==> config.mk <==
export PLATFORM = sky130hd
export DESIGN_NAME = spike_rate_encoder
export DESIGN_NICKNAME = d
export VERILOG_FILES = /design/src/rtl/neuron_pkg.sv /design/src/rtl/spike_lfsr.sv /design/src/rtl/spike_rate_encoder.sv
export SDC_FILE = /design/constraint.sdc
export NUM_CORES = 1
export LEC_CHECK = 0
export ABC_AREA = 1
export CAP_MARGIN = 30
export CORE_MARGIN = 5
export CORE_UTILIZATION = 45
export DETAILED_ROUTE_END_ITERATION = 6
export GPL_ROUTABILITY_DRIVEN = 1
export PLACE_DENSITY = 0.69
export SLEW_MARGIN = 25
export SYNTH_ARGS = -nofsm -noshare
export SYNTH_HDL_FRONTEND = slang
export SYNTH_SLANG_ARGS = --single-unit
==> constraint.sdc <==
create_clock -name clk -period 1.2 [get_ports clk]
set_input_delay 0.24 -clock clk [delete_from_list [all_inputs] [get_ports clk]]
set_output_delay 0.24 -clock clk [all_outputs]
set_load 0.05 [all_outputs]
==> src/rtl/neuron_pkg.sv <==
// Shared types, constants and LFSR helpers for the spike rate encoder.
package neuron_pkg;

  localparam int LFSR_W = 16;
  localparam logic [LFSR_W-1:0] LFSR_TAPS = 16'hB400;
  localparam int DEFAULT_WINDOW_LEN = 16;

  typedef logic [7:0] pixel_t;

  typedef enum logic [1:0] {
    IDLE,
    ENCODE,
    DONE
  } enc_state_t;

  // Right-shifting Galois form of x^16+x^14+x^13+x^11+1.
  function automatic logic [LFSR_W-1:0] lfsr_next(input logic [LFSR_W-1:0] s);
    lfsr_next = s[0] ? ((s >> 1) ^ LFSR_TAPS) : (s >> 1);
  endfunction

  // An all-zero seed would lock the LFSR, so it is replaced by 1.
  function automatic logic [LFSR_W-1:0] lfsr_seed(input logic [LFSR_W-1:0] base,
                                                  input int unsigned       idx);
    logic [31:0]       prod;
    logic [LFSR_W-1:0] s;
    prod = idx * 32'h0000_1F35;
    s    = base ^ prod[LFSR_W-1:0];
    lfsr_seed = (s == '0) ? 16'h0001 : s;
  endfunction

endpackage

==> src/rtl/spike_lfsr.sv <==
// Per-channel 16-bit Galois LFSR; draw_o is the low byte of the value the
// register takes on the next advance, so the compare and the step share an edge.
module spike_lfsr
  import neuron_pkg::*;
#(
  parameter logic [LFSR_W-1:0] SEED = 16'hACE1
) (
  input  logic   clk,
  input  logic   rst_n,
  input  logic   advance_i,
  output pixel_t draw_o
);

  logic [LFSR_W-1:0] state_q, state_d, next_w;

  assign next_w = lfsr_next(state_q);
  assign draw_o = next_w[7:0];

  always_comb begin
    state_d = state_q;
    if (advance_i) state_d = next_w;
  end

  always_ff @(posedge clk or negedge rst_n) begin
    if (!rst_n) state_q <= SEED;
    else        state_q <= state_d;
  end

endmodule

==> src/rtl/spike_rate_encoder.sv <==
// Bernoulli rate encoder: latches one intensity vector and emits WINDOW_LEN
// steps of spikes. Optional per-channel spike counters: define SPIKE_COUNT_EN.
module spike_rate_encoder
  import neuron_pkg::*;
#(
  parameter int                NUM_INPUTS = 4,
  parameter int                PIXEL_W    = 8,
  parameter int                WINDOW_LEN = DEFAULT_WINDOW_LEN,
  parameter logic [LFSR_W-1:0] SEED_BASE  = 16'hACE1
) (
  input  logic                          clk,
  input  logic                          rst_n,
  input  logic                          pixel_valid,
  output logic                          pixel_ready,
  input  logic [NUM_INPUTS*PIXEL_W-1:0] pixel_data,
  input  logic                          step_en,
  output logic [NUM_INPUTS-1:0]         pre_spike,
  output logic                          window_active,
  output logic                          window_done
`ifdef SPIKE_COUNT_EN
  ,
  output logic [NUM_INPUTS*8-1:0]       spike_count
`endif
);

  localparam int CNT_W = (WINDOW_LEN > 1) ? $clog2(WINDOW_LEN) : 1;
  localparam logic [CNT_W-1:0] LAST_STEP = CNT_W'(WINDOW_LEN - 1);

  enc_state_t                    state_q, state_d;
  logic [CNT_W-1:0]              step_cnt_q, step_cnt_d;
  logic [NUM_INPUTS*PIXEL_W-1:0] pix_q, pix_d;
  logic [NUM_INPUTS-1:0]         spike_q, spike_d;
  logic [NUM_INPUTS-1:0]         hit_w;
  logic                          accept, step, last_step;

  assign accept    = pixel_valid & pixel_ready;
  assign step      = (state_q == ENCODE) & step_en;
  assign last_step = step & (step_cnt_q == LAST_STEP);

  always_ff @(posedge clk or negedge rst_n) begin
    if (!rst_n) state_q <= IDLE;
    else        state_q <= state_d;
  end

  always_comb begin
    state_d = state_q;
    case (state_q)
      IDLE:    if (accept) state_d = ENCODE;
      ENCODE:  if (last_step) state_d = DONE;
      DONE:    state_d = IDLE;
      default: state_d = IDLE;
    endcase
  end

  always_comb begin
    pixel_ready   = 1'b0;
    window_active = 1'b0;
    window_done   = 1'b0;
    case (state_q)
      IDLE:    pixel_ready   = 1'b1;
      ENCODE:  window_active = 1'b1;
      DONE:    window_done   = 1'b1;
      default: pixel_ready   = 1'b0;
    endcase
  end

  // Stage: one LFSR draw per channel, compared against the latched intensity.
  for (genvar i = 0; i < NUM_INPUTS; i++) begin : g_ch
    pixel_t               draw;
    logic [PIXEL_W-1:0]   pix;

    spike_lfsr #(
      .SEED(lfsr_seed(SEED_BASE, i))
    ) u_lfsr (
      .clk      (clk),
      .rst_n    (rst_n),
      .advance_i(step),
      .draw_o   (draw)
    );

    assign pix      = pix_q[i*PIXEL_W +: PIXEL_W];
    assign hit_w[i] = (pix == {PIXEL_W{1'b1}}) | (draw < pix);
  end

  always_comb begin
    pix_d      = pix_q;
    step_cnt_d = step_cnt_q;
    spike_d    = step ? hit_w : '0;
    if (accept) begin
      pix_d      = pixel_data;
      step_cnt_d = '0;
    end else if (step) begin
      step_cnt_d = step_cnt_q + CNT_W'(1);
    end
  end

  always_ff @(posedge clk or negedge rst_n) begin
    if (!rst_n) begin
      pix_q      <= '0;
      step_cnt_q <= '0;
      spike_q    <= '0;
    end else begin
      pix_q      <= pix_d;
      step_cnt_q <= step_cnt_d;
      spike_q    <= spike_d;
    end
  end

  assign pre_spike = spike_q;

`ifdef SPIKE_COUNT_EN
  logic [NUM_INPUTS*8-1:0] cnt_q, cnt_d;

  function automatic logic [7:0] sat_inc8(input logic [7:0] v);
    sat_inc8 = (v == 8'hFF) ? v : v + 8'd1;
  endfunction

  // Stage: counters move on the same edge that registers the spike.
  always_comb begin
    cnt_d = cnt_q;
    for (int i = 0; i < NUM_INPUTS; i++) begin
      if (accept)          cnt_d[i*8 +: 8] = 8'd0;
      else if (spike_d[i]) cnt_d[i*8 +: 8] = sat_inc8(cnt_q[i*8 +: 8]);
    end
  end

  always_ff @(posedge clk or negedge rst_n) begin
    if (!rst_n) cnt_q <= '0;
    else        cnt_q <= cnt_d;
  end

  assign spike_count = cnt_q;
`endif

endmodule

* After elaboration in Yosys (flattened, before gate mapping) *
Cells that the tools add are included.

storage, ports and cells
  output and inout port bits = 7
  flip-flop bits (word level) = 106

operators by class
  multiplexer cells = 13
  $add $sub $neg = 1
  equality and inequality tests = 9
  reduce and logical (&&, ||, !) cells = 3
  $lt $le $gt $ge = 4
  bitwise gates (word level) = 11

operators by type and width
  kind                                            count
  two-way mux 16 bit                              4
  == test 8 bit (second input constant)           4
  < comparator 8 bit                              4
  NOT 3 -> 4 bit                                  4
  two-way mux 4 bit                               3
  adder 4 x 1 -> 4 bit (second input constant)    1
  == test 4 bit (second input constant)           1
  two-way mux 2 bit                               2
  inequality test 2 bit (second input constant)   2
  bitwise OR 1 bit                                4
  case mux 2 bit (2 select lines)                 1
  AND 1 bit                                       3
  two-way mux 1 bit                               3
  == test 2 x 1 -> 1 bit (second input constant)  1
  == test 2 bit (second input constant)           1
  logical NOT 2 bit                               1
  AND reduction 2 bit                             1
  nonzero test 2 bit                              1

* Logic depth before layout (Yosys ltp) *
  word-level depth = 5
  depth in mapped cells = 9
  depth with buffers taken out = 9

* Modules after synthesis *
A second synthesis with hierarchy kept.

second synthesis, totals
  cells, all modules = 627
  area total of the unflattened synthesis = 5,455.2 um^2

by module, submodules not included
  module                       seq. area each (um^2)  cells each  times used  area an instance (um^2)
  spike_rate_encoder           1,051.0                299         1           2,523.7
  spike_lfsr (g_ch[3].u_lfsr)  414.1                  82          1           735.7
  spike_lfsr (g_ch[1].u_lfsr)  411.6                  82          1           733.2
  spike_lfsr (g_ch[0].u_lfsr)  410.4                  82          1           732.0
  spike_lfsr (g_ch[2].u_lfsr)  409.1                  82          1           730.7

* Least setup slack after synthesis *
OpenSTA, ideal clock, no wires.

  path type = reg-to-reg
  start = reg state_q[1]
  end = reg pix_q[0]
  cell stages (with the launch flop) = 5
  buffers on the path = 1
  clock period less this slack = 1.613 ns
  data arrival time = 1.486 ns
  slack = -0.413 ns
  data required time = 1.073 ns
  library setup time = 0.127 ns
  cells stage by stage = dfrtp_1 > nor2_2 > nand2_1 > buf_4 > mux2_1

between the ends
  longest elaborated chain between the ends = 3

ends and longest elaborated chain
  what                    RTL line                   RTL
  from (decl)             spike_rate_encoder.sv:29   enc_state_t state_q, state_d;
  from (signal assigned)  spike_rate_encoder.sv:42   else state_q <= state_d;
  logical NOT 2 bit       spike_rate_encoder.sv:59   case (state_q)
  two-way mux 1 bit       spike_rate_encoder.sv:59
  via pixel_ready         spike_rate_encoder.sv:14   output logic pixel_ready,
  AND 1 bit               spike_rate_encoder.sv:36   assign accept = pixel_valid & pixel_ready;
  to (signal assigned)    spike_rate_encoder.sv:103  pix_q <= pix_d;
  to (decl)               spike_rate_encoder.sv:31   logic [NUM_INPUTS*PIXEL_W-1:0] pix_q, pix_d;

The timed path passes the listed nets, and every way through them passes these cells.
A chain may end at the register's enable or synchronous reset.

* Final worst setup path *
  start = reg state_q[0]
  end = out pixel_ready

between the ends
  longest elaborated chain between the ends = 2

ends and longest elaborated chain
  what               RTL line
  logical NOT 2 bit  spike_rate_encoder.sv:59
  two-way mux 1 bit  spike_rate_encoder.sv:59
  to (decl)          spike_rate_encoder.sv:14

Every way passes these cells.

==> summary.md <==
| Metric | Value |
|---|---|
| Result of the run | `finished, violations left` |
| Failing checks | `negative setup slack` |
| Area of the core | `10800 sq um` |
| Ordered list of cells on the worst path | `buf_6 > nor2_4 > buf_6 > buf_12` |
| Setup repair after global routing missed its margin | `yes` |
| Cell with the most instances after synthesis | `nand2_1` |
| Average instance area after synthesis | `9.19 sq um` |
| # placed instances | `around 760` |
| Fin cells | `802` |
| H-Tree Level Count | `3` |
| DR iter-0 viols | `a little over 300` |
| Post-route worst setup slack | `-303 ps` |
| Most instantiated flip-flop cell in the synthesis netlist | `dfrtp_1` |
| Met1 wire length | `5720 um` |
| Category of the worst setup path launch point | `flop` |
| Number of global-route vias before repair | `4193` |
| Floorplan die area | `between 10000 and 15000 sq um` |
| Worst slew slack as a fraction of its limit | `0.575` |
| Most area-hungry cell type in the Yosys netlist | `dfrtp_1` |
| Cell occurring most often along the worst timing path | `buf_6` |
| Power per Cell Area | `2370 nW/um^2` |
| Type of the most critical hold path | `in2async` |
| Post-synth cell types | `29` |
| Max capacitance violation total | `0` |
| Kind of end point of the critical path | `primary output` |
| DR vias/cell | `5.31` |
| First-pass iteration count of the detailed router | `5` |
| Global route total overflow | `0` |
| Share of the synthesized area in the top cell type | `0.357` |
| Clock root buffer master | `clkbuf_8` |
| Pin count of the biggest net entering global routing | `44` |
| Worst path arrival time | `1260 ps` |
| Setup violators final | `between 100 and 150` |
| Fraction of registers with async set or reset after synthesis | `1.00` |
| Number of rows created at floorplan | `38` |
| Wire length of the first global-routing pass | `roughly 19000 um` |
| Peak VDD IR | `around 0.0013 V` |
| Instance count on the critical path | `4` |
| Antenna diodes | `0` |
| DRT Wirelength | `14800 um` |
| Fmax achieved | `666 MHz` |
| Number of warnings issued by yosys | `0` |
| Detailed-placement wirelength estimate | `between 6000 and 7000 um` |
| Largest cells by area after synthesis | `dfrtp_1 36%, dfstp_2 18%, nand2_1 11%` |
| Starting density of the core | `0.460` |
| Ports | `43` |
| Critical Path Sink | `pixel_ready` |
| Worst Max-Slew Pin Slew | `approximately 640 ps` |
| CTS tree | `done` |
| IO buf count | `42` |
| Place WS | `-234 ps` |
| Detailed-routed wire length on met2 | `7810 um` |
| Final slew viol count | `0` |
| Final estimated routing congestion in global placement | `0.768` |
| Fraction of layout cells with a size suffix above 1 | `0.494` |
| Number of buffers and inverters on the critical path | `3` |
| Register area share after synthesis | `0.541` |
| Synthesized cell area | `4980 sq um` |
| Worst endpoint required time | `960 ps` |
| Sum of met3 wire segment lengths after detailed routing | `~630 um` |
| Final Cycle Share | `1.25` |
| Clock Path Buffers | `2` |
| Post-detailed-route count of antenna-violating nets | `0` |
| Clock network latency to the later pin of the worst-skew pair | `370 ps` |
| Slowest stage delay, CP | `440 ps` |
| Number of vias after detailed routing | `4258` |
| Crit-path leading delay family | `flip-flops` |
| Worst Setup Path Type | `reg2out` |
| Largest fanout of any net on the critical path | `3` |
| Slowest cell on the critical path | `dfrtp_1` |
| Die height | `around 120 um` |
| Reg-to-reg critical path startpoint | `state_q[0]$_DFFE_PN0P_` |
| Worst R2R Setup Slack | `-290 ps` |
| Area added between synthesis and finish | `53.4%` |
| Synthesized instance count | `542` |
| Leakage power of the design | `3.74 nW` |
| Critical path origin | `state_q[0]$_DFFE_PN0P_` |
| Top metal layer carrying routed signals | `met4` |
| Final setup skew | `between 15 and 20 ps` |
| Number of DRC violations after detailed routing | `0` |
| Post-synthesis net count | `~610` |
| Yosys reg bits | `106` |
| Crit path time final | `1500 ps` |
| CTS Buf Count | `9` |
| Die boundary width | `115 um` |
| Setup_tns | `-21210 ps` |
| Average routed wire per standard cell | `18.5 um` |
| GRT Resource Usage Total | `0.176` |
| Leading cell types by count after synthesis | `140 x nand2_1, 71 x dfrtp_1, 65 x inv_1, 42 x a21oi_1, 40 x nor2_1` |
| Number of cell instances on the worst register-to-register path | `6` |
| Endpoint of the lowest-slack register-to-register path | `pix_q[0]$_DFFE_PN0P_` |
| Number of antenna violations at the first check in global routing | `0` |
| Sink count of the clock tree | `106` |
| Number of enable flip-flop cells after synthesis | `0` |
| Post-CTS clock slew at the launch and capture registers of the worst setup and hold paths | `between 100 and 150 ps` |
| Nets | `~720` |
| Final number of hold-violating endpoints | `0` |
==> area by class of cell <==
type                    count  area (sq um)
clock buffers              10           138
clock inverters             6          50.0
fillers                   653          3190
inverters                  67           264
multi-input cells         345          2720
flip-flops and latches    106          2700
well taps                 140           175
repair buffers            127          1590
repair inverters            1          11.3
==> worst min-delay path by stage <==
stage	endpoint	from	slack (ps)	depth (start not counted)
floorplan	g_ch[0].u_lfsr.state_q[12]$_DFFE_PN0P_	rst_n	-60	0
global placement	pix_q[2]$_DFFE_PN0P_	rst_n	240	2
detailed placement	pix_q[2]$_DFFE_PN0P_	rst_n	250	2
CTS	pix_q[1]$_DFFE_PN0P_	rst_n	400	3
global route	g_ch[0].u_lfsr.state_q[2]$_DFFE_PN0P_	rst_n	430	3
finish	g_ch[1].u_lfsr.state_q[1]$_DFFE_PN0P_	rst_n	390	3
==> placed cells by master, fill, tap and decap left out, types with 6 or more instances in the layout <==
master / instances
buf_4: 36
o21ai_1: 11
buf_12: 22
dfrtp_1: 69
a21oi_2: 20
ha_1: 23
ha_4: 6
clkdlybuf4s50_1: 33
clkbuf_8: 10
a21oi_1: 22
nor2_1: 25
nand2_2: 36
xnor2_1: 12
dfstp_2: 35
buf_6: 20
nor2_2: 10
inv_1: 63
nand2_4: 43
nor2_4: 7
nor3_1: 8
nand2_1: 60
o21ai_2: 43
clkbuf_16: 7
==> metrics by stage <==
step / total power, mW / util / hold slack, ps / area (sq um)
final: 18.1 / 0.705 / 394 / 7650
after detailed placement: 12.4 / 0.557 / 246 / 6040
after CTS: 15.8 / 0.634 / 401 / 6880
after global routing: 19.2 / 0.705 / 428 / 7650
after floorplan: 10.1 / - / -55.6 / 5070
after global placement: 12.0 / 0.557 / 243 / 6040
==> sequential cells by signal, summed over array words and instances (netlist names) <==
| signal | cells |
|---|---|
| state_q | 2 |
| step_cnt_q | 4 |
| pre_spike | 4 |
| g_ch.u_lfsr.state_q | 64 |
| pix_q | 32 |
==> kinds of logic (layout without fill, tap and decap cells) <==
family,after synthesis,count (layout),synth area share
DFF,106,106,0.541
muxes,4,4,0.00904
xor gates and xnor gates,12,12,0.0211
and+or+nand+nor,200,202,0.164
buffers and inverters,93,211,0.0939
AOI/OAI and AO/OA,98,98,0.0984
adders and majority gates,29,29,0.0728
==> report_power, final <==
part	total, mW	internal, mW	switching, mW
logic	9.10	4.34	4.76
clock network	2.17	0.836	1.34
registers	6.81	5.47	1.34
total	18.1	10.6	7.44
==> layer usage <==
metal | track usage | vias up
met1 | 0.206 | 2126
met2 | 0.317 | 122
met5 | 0 | -
met3 | 0.0347 | 52
li1 | - | 1958
met4 | 0.0649 | 0
==> what timing repair did <==
action	CTS	global route
setup endpoints to repair	61	112
resized for setup	122	161
gates cloned	8	12
hold endpoints to repair	71	0
pin swaps	16	18
setup buffers	8	4
hold buffers	1	0
==> worst register-to-register path: cells and delay by family, from the launching register on <==
family | cells | cell delay (ps)
simple gates | 2 | 170
mux | 1 | 310
flops | 1 | 440
buf+inv | 3 | 450
No activity file was read; power rests on OpenSTA's default activity.
